**config.mk**
```make
export PLATFORM = sky130hd
export DESIGN_NAME = reflet_pwm_gen_flat
export DESIGN_NICKNAME = d
export VERILOG_FILES = /design/src/rtl/reflet_pwm_gen_if.sv /design/src/rtl/reflet_pwm_gen.sv /design/src/flat_wrapper.sv
export SDC_FILE = /design/constraint.sdc
export NUM_CORES = 1
export LEC_CHECK = 0
export ABC_AREA = 1
export BUFFER_PORTS_ARGS = -buffer_cell sky130_fd_sc_hd__buf_2
export CAP_MARGIN = 10
export CORE_MARGIN = 2
export CORE_UTILIZATION = 57
export DETAILED_ROUTE_END_ITERATION = 16
export MAX_ROUTING_LAYER = met4
export PLACE_DENSITY = 0.9
export SYNTH_ARGS = -nofsm -noshare
export SYNTH_HDL_FRONTEND = slang
export SYNTH_SLANG_ARGS = --single-unit
```
**constraint.sdc**
```tcl
create_clock -name clk -period 2.9 [get_ports clk]
set_input_delay 0.29 -clock clk [delete_from_list [all_inputs] [get_ports clk]]
set_output_delay 0.29 -clock clk [all_outputs]
set_load 0.02 [all_outputs]
```
**src/rtl/reflet_pwm_gen_if.sv**
```systemverilog
// PWM control/output bundle: period and duty from the register side, PWM line back.
interface reflet_pwm_gen_if #(
  parameter int unsigned WIDTH = 8
);
  logic [WIDTH-1:0] duty_cycle;
  logic [WIDTH-1:0] max;
  logic             out;

  modport master (output duty_cycle, output max, input out);
  modport slave  (input duty_cycle, input max, output out);
endinterface

```
**src/rtl/reflet_pwm_gen.sv**
```systemverilog
// Free-running PWM generator; period and duty are shadowed and reloaded only at
// period boundaries so register writes never glitch the output.
module reflet_pwm_gen #(
  parameter int unsigned WIDTH = 8
) (
  input  logic               clk,
  input  logic               reset,
  reflet_pwm_gen_if.slave    pwm
);

  logic [WIDTH-1:0] cnt_q, cnt_d;
  logic [WIDTH-1:0] duty_s_q, duty_s_d;
  logic [WIDTH-1:0] max_s_q, max_s_d;
  logic             period_end;

  // max_s == 0 forces a reload every edge, which also covers the first edge after reset.
  assign period_end = (max_s_q == '0) || (cnt_q >= max_s_q - WIDTH'(1));

  always_comb begin
    cnt_d    = cnt_q + WIDTH'(1);
    duty_s_d = duty_s_q;
    max_s_d  = max_s_q;
    if (period_end) begin
      cnt_d    = '0;
      duty_s_d = pwm.duty_cycle;
      max_s_d  = pwm.max;
    end
  end

  always_ff @(posedge clk or negedge reset) begin
    if (!reset) begin
      cnt_q    <= '0;
      duty_s_q <= '0;
      max_s_q  <= '0;
    end else begin
      cnt_q    <= cnt_d;
      duty_s_q <= duty_s_d;
      max_s_q  <= max_s_d;
    end
  end

  // Decoded from registered state only, so reset clears it without waiting for clk.
  assign pwm.out = (max_s_q != '0) && (cnt_q < duty_s_q);

endmodule

```
**src/flat_wrapper.sv**
```systemverilog
// flat-port wrapper written by rule: the top's interface ports become plain ports
module reflet_pwm_gen_flat 
#(
  parameter int unsigned WIDTH = 8
)
  (clk, reset, pwm_duty_cycle, pwm_max, pwm_out);
  reflet_pwm_gen_if #(.WIDTH(WIDTH)) pwm_i ();
  input  logic clk;
  input  logic reset;
  input wire logic [$bits(pwm_i.duty_cycle)-1:0] pwm_duty_cycle;
  input wire logic [$bits(pwm_i.max)-1:0] pwm_max;
  output wire logic [$bits(pwm_i.out)-1:0] pwm_out;
  assign pwm_i.duty_cycle = pwm_duty_cycle;
  assign pwm_i.max = pwm_max;
  assign pwm_out = pwm_i.out;
  reflet_pwm_gen #(.WIDTH(WIDTH)) u_core (.clk(clk), .reset(reset), .pwm(pwm_i));
endmodule
```
==> flow_summary_export.csv <==
group,metric,value,unit
synth,yosysTopAreaCell,"sky130_fd_sc_hd__dfrtp_1",
timing,timing.final.max_slew_violations,0,
detailed_routing,drc,0,
cells_and_area,fin_util,0.674,
synth,synthDistinctLibCells,21,
synth,synth-async-reset-ratio,1.00,
synth,synth_commonest_cells,"53 x sky130_fd_sc_hd__nand2_1, 24 x sky130_fd_sc_hd__dfrtp_1, 23 x sky130_fd_sc_hd__nand3_1",
synth,synth.net_count,220,
timing,finalClockSkew,3.70,ps
grt,antenna_violations_before_repair,0,
floorplanning,placement_rows,18,
floorplanning,floorplan.initialDensity,0.607,
cells_and_area,n_fill_cell,196,
synth,synth-seq-cells,24,
timing,worstMarginPinSlew,523,ps
synth,postSynthAreaPerCell,8.20,um^2
pwr,power.static_leakage,0.963,nW
placement,dp.final_hpwl,2190,um
grt,grt_max_degree,25,
setup_path,path_max_fanout,16,
synth,post_synth_inst_count,185,
setup_path,worst_ep_required_time,3160,ps
cts,clock_sinks,24,
cts,clk-insertion-delay-late,320,ps
detailed_routing,routed_via_count_divided_by_cell_count,5.11,
synth,yosysTopAreaCellShare,0.396,
floorplanning,die_width,55.6,um
timing,rsz0062_at_grt,"no",
cts,cts.htree.levels,1,
cts,postCtsHoldBufs,1,
cts,tritoncts,"yes",
floorplanning,die_area,3090,um^2
setup_path,worst-endpoint-arrival,2510,ps
cts,clock_slew_at_the_register_clock_pins_of_the_worst_setup_and_hold_paths,130,ps
grt,wire_length_of_the_first_global_routing_pass,5030,um
timing,setup_violations,0,
detailed_routing,vias,1205,
min_path,hp-class,"primary input to flip-flop",
detailed_routing,dr.pass1.iters,4,
setup_path,critPathLaunchType,"flip-flop",
timing,final_period_minus_worst_setup_slack,2250,ps
flow_run,maxCapViolations,0,
floorplanning,core_area,2500,um^2
synth,synthMostInstantiatedCell,"sky130_fd_sc_hd__nand2_1",
floorplanning,io_pins,19,
grt,gr-total-overflow,0,
grt,global_route.usage.total,0.215,
timing,hold_violations,0,
timing,timing.final.crit_share,0.775,
cts,number_of_buffers_created_by_cts,3,
cts,clock_path_buffers,2,
timing,setup-tns-final,0,ps
placement,placed_cells_incl_taps,231,
synth,yosysWarnings,0,
detailed_routing,wire_per_inst,12.1,um
placement,globalplace.congestion,0.850,
synth,primary_ff_master_synth,"sky130_fd_sc_hd__dfrtp_1",
cells_and_area,fraction_of_layout_cells_with_a_size_suffix_above_1,0.165,
cells_and_area,fin_nets,242,
cts,cts_resized,0,
cts,cts.repair_timing.setup_buffer_count,0,
cells_and_area,area_growth_syn_to_layout,11.0,%
detailed_routing,postRouteWirelength,2850,um
floorplanning,dieHeight,55.6,um
synth,synth.yosys.seq_area_share,0.396,
detailed_routing,final_antenna_net_count,0,
cells_and_area,instances_no_fill,236,
setup_path,endpoint_kind,"flip-flop",
timing,slew-limit-headroom,0.652,
setup_path,setup.worst_path.class,"flip-flop to flip-flop",
synth,synth_edf_count,0,
pwr,pwr_density_cell,354,nW/um^2
cts,clock_root_buffer_master,"sky130_fd_sc_hd__clkbuf_4",
placement,port_buffers,18,
timing,fmaxAchievable,0.445,GHz
synth,synth_area_leaders,"sky130_fd_sc_hd__dfrtp_1 40%, sky130_fd_sc_hd__ha_1 14%, sky130_fd_sc_hd__nand2_1 13%",
detailed_routing,dr.first_iter.drc_count,35,
pwr,irDropWorstVdd,370,uV
grt,first_global_vias,1175,
outcome,run_status,"complete, no violations",
synth,netlist_area,1520,um^2
cells_and_area,antenna-diode-count,0,
power breakdown:
group          switching (mW)  leakage [nW]  internal [mW]
clock                   0.104        0.0279          0.140
sequential                  0         0.237          0.335
combinational         0.00911         0.698        0.00873
total                   0.113         0.963          0.483
cells by family after synthesis:
family / after synthesis / share of synthesized area
flops: 24 / 0.396
buf+inv: 25 / 0.0775
simple gates: 99 / 0.291
compound gates: 8 / 0.0264
fa+ha+maj: 17 / 0.140
xor+xnor: 12 / 0.0692
critical path: stages, from the launching register on:
cell,delay (ps)
sky130_fd_sc_hd__dfrtp_1,450
sky130_fd_sc_hd__nor2_1,160
sky130_fd_sc_hd__nand3_1,130
sky130_fd_sc_hd__nor3_1,200
sky130_fd_sc_hd__xor2_1,190
sky130_fd_sc_hd__ha_1,260
sky130_fd_sc_hd__nand2_1,90
sky130_fd_sc_hd__inv_1,40
sky130_fd_sc_hd__nand2_1,50
sky130_fd_sc_hd__nand2_1,70
sky130_fd_sc_hd__nor2_4,140
sky130_fd_sc_hd__buf_4,220
sky130_fd_sc_hd__nand3_1,100
sky130_fd_sc_hd__nand2_1,90
worst paths after layout:
path,startpoint,to,slack (ps),depth (start not counted)
setup / recovery,u_core.max_s_q[2],u_core.max_s_q[1],650,13
hold / removal,pwm_duty_cycle[1],u_core.duty_s_q[1],150,3
setup reg to reg,u_core.max_s_q[2],u_core.max_s_q[1],650,13
hold reg to reg,u_core.cnt_q[0],u_core.cnt_q[0],510,1
max in group asynchronous,reset,u_core.max_s_q[2],2100,2
min in group asynchronous,reset,u_core.cnt_q[3],460,2
layout by cell type, fill, tap and decap left out, types with 2 or more instances in the layout:
| cell type | n |
|---|---|
| sky130_fd_sc_hd__a21oi_1 | 7 |
| sky130_fd_sc_hd__nand2_1 | 53 |
| sky130_fd_sc_hd__buf_2 | 18 |
| sky130_fd_sc_hd__inv_1 | 21 |
| sky130_fd_sc_hd__nand3_1 | 23 |
| sky130_fd_sc_hd__dfrtp_1 | 24 |
| sky130_fd_sc_hd__buf_4 | 2 |
| sky130_fd_sc_hd__clkbuf_4 | 3 |
| sky130_fd_sc_hd__nor2_1 | 10 |
| sky130_fd_sc_hd__nor3_1 | 2 |
| sky130_fd_sc_hd__xnor2_1 | 4 |
| sky130_fd_sc_hd__nor2_2 | 6 |
| sky130_fd_sc_hd__ha_1 | 17 |
| sky130_fd_sc_hd__xor2_1 | 8 |
sequential cells by signal, summed over array words and instances (netlist names):
register,cells
u_core.duty_s_q,8
u_core.max_s_q,8
u_core.cnt_q,8
per-layer routing:
layer | wire (um) | up-vias | GRT usage
met4 | 44 | 0 | 0.0627
met2 | 1400 | 30 | 0.352
met3 | 95 | 4 | 0.0488
met1 | 1310 | 545 | 0.269
li1 | - | 626 | -
met5 | 0 | - | -
through the flow:
stage               hold slack, ps  setup slack (ps)  power, mW  area (um^2)
floorplan                    -5.59               804      0.341         1520
global placement               293               724      0.358         1620
detailed placement             296               683      0.358         1620
CTS                            149               654      0.599         1680
global route                   139               433      0.620         1680
finish                         153               652      0.596         1680
cell type report:
type	count	area (um^2)	area share
Clock buffer	3	22.5	0.0134
Sequential cell	24	601	0.357
Timing Repair Buffer	21	115	0.0684
Clock inverter	1	30.0	0.0178
Inverter	21	78.8	0.0468
Tap cell	30	37.5	0.0223
Multi-Input combinational cell	136	800	0.475
Power figures use the tool's default switching activity.
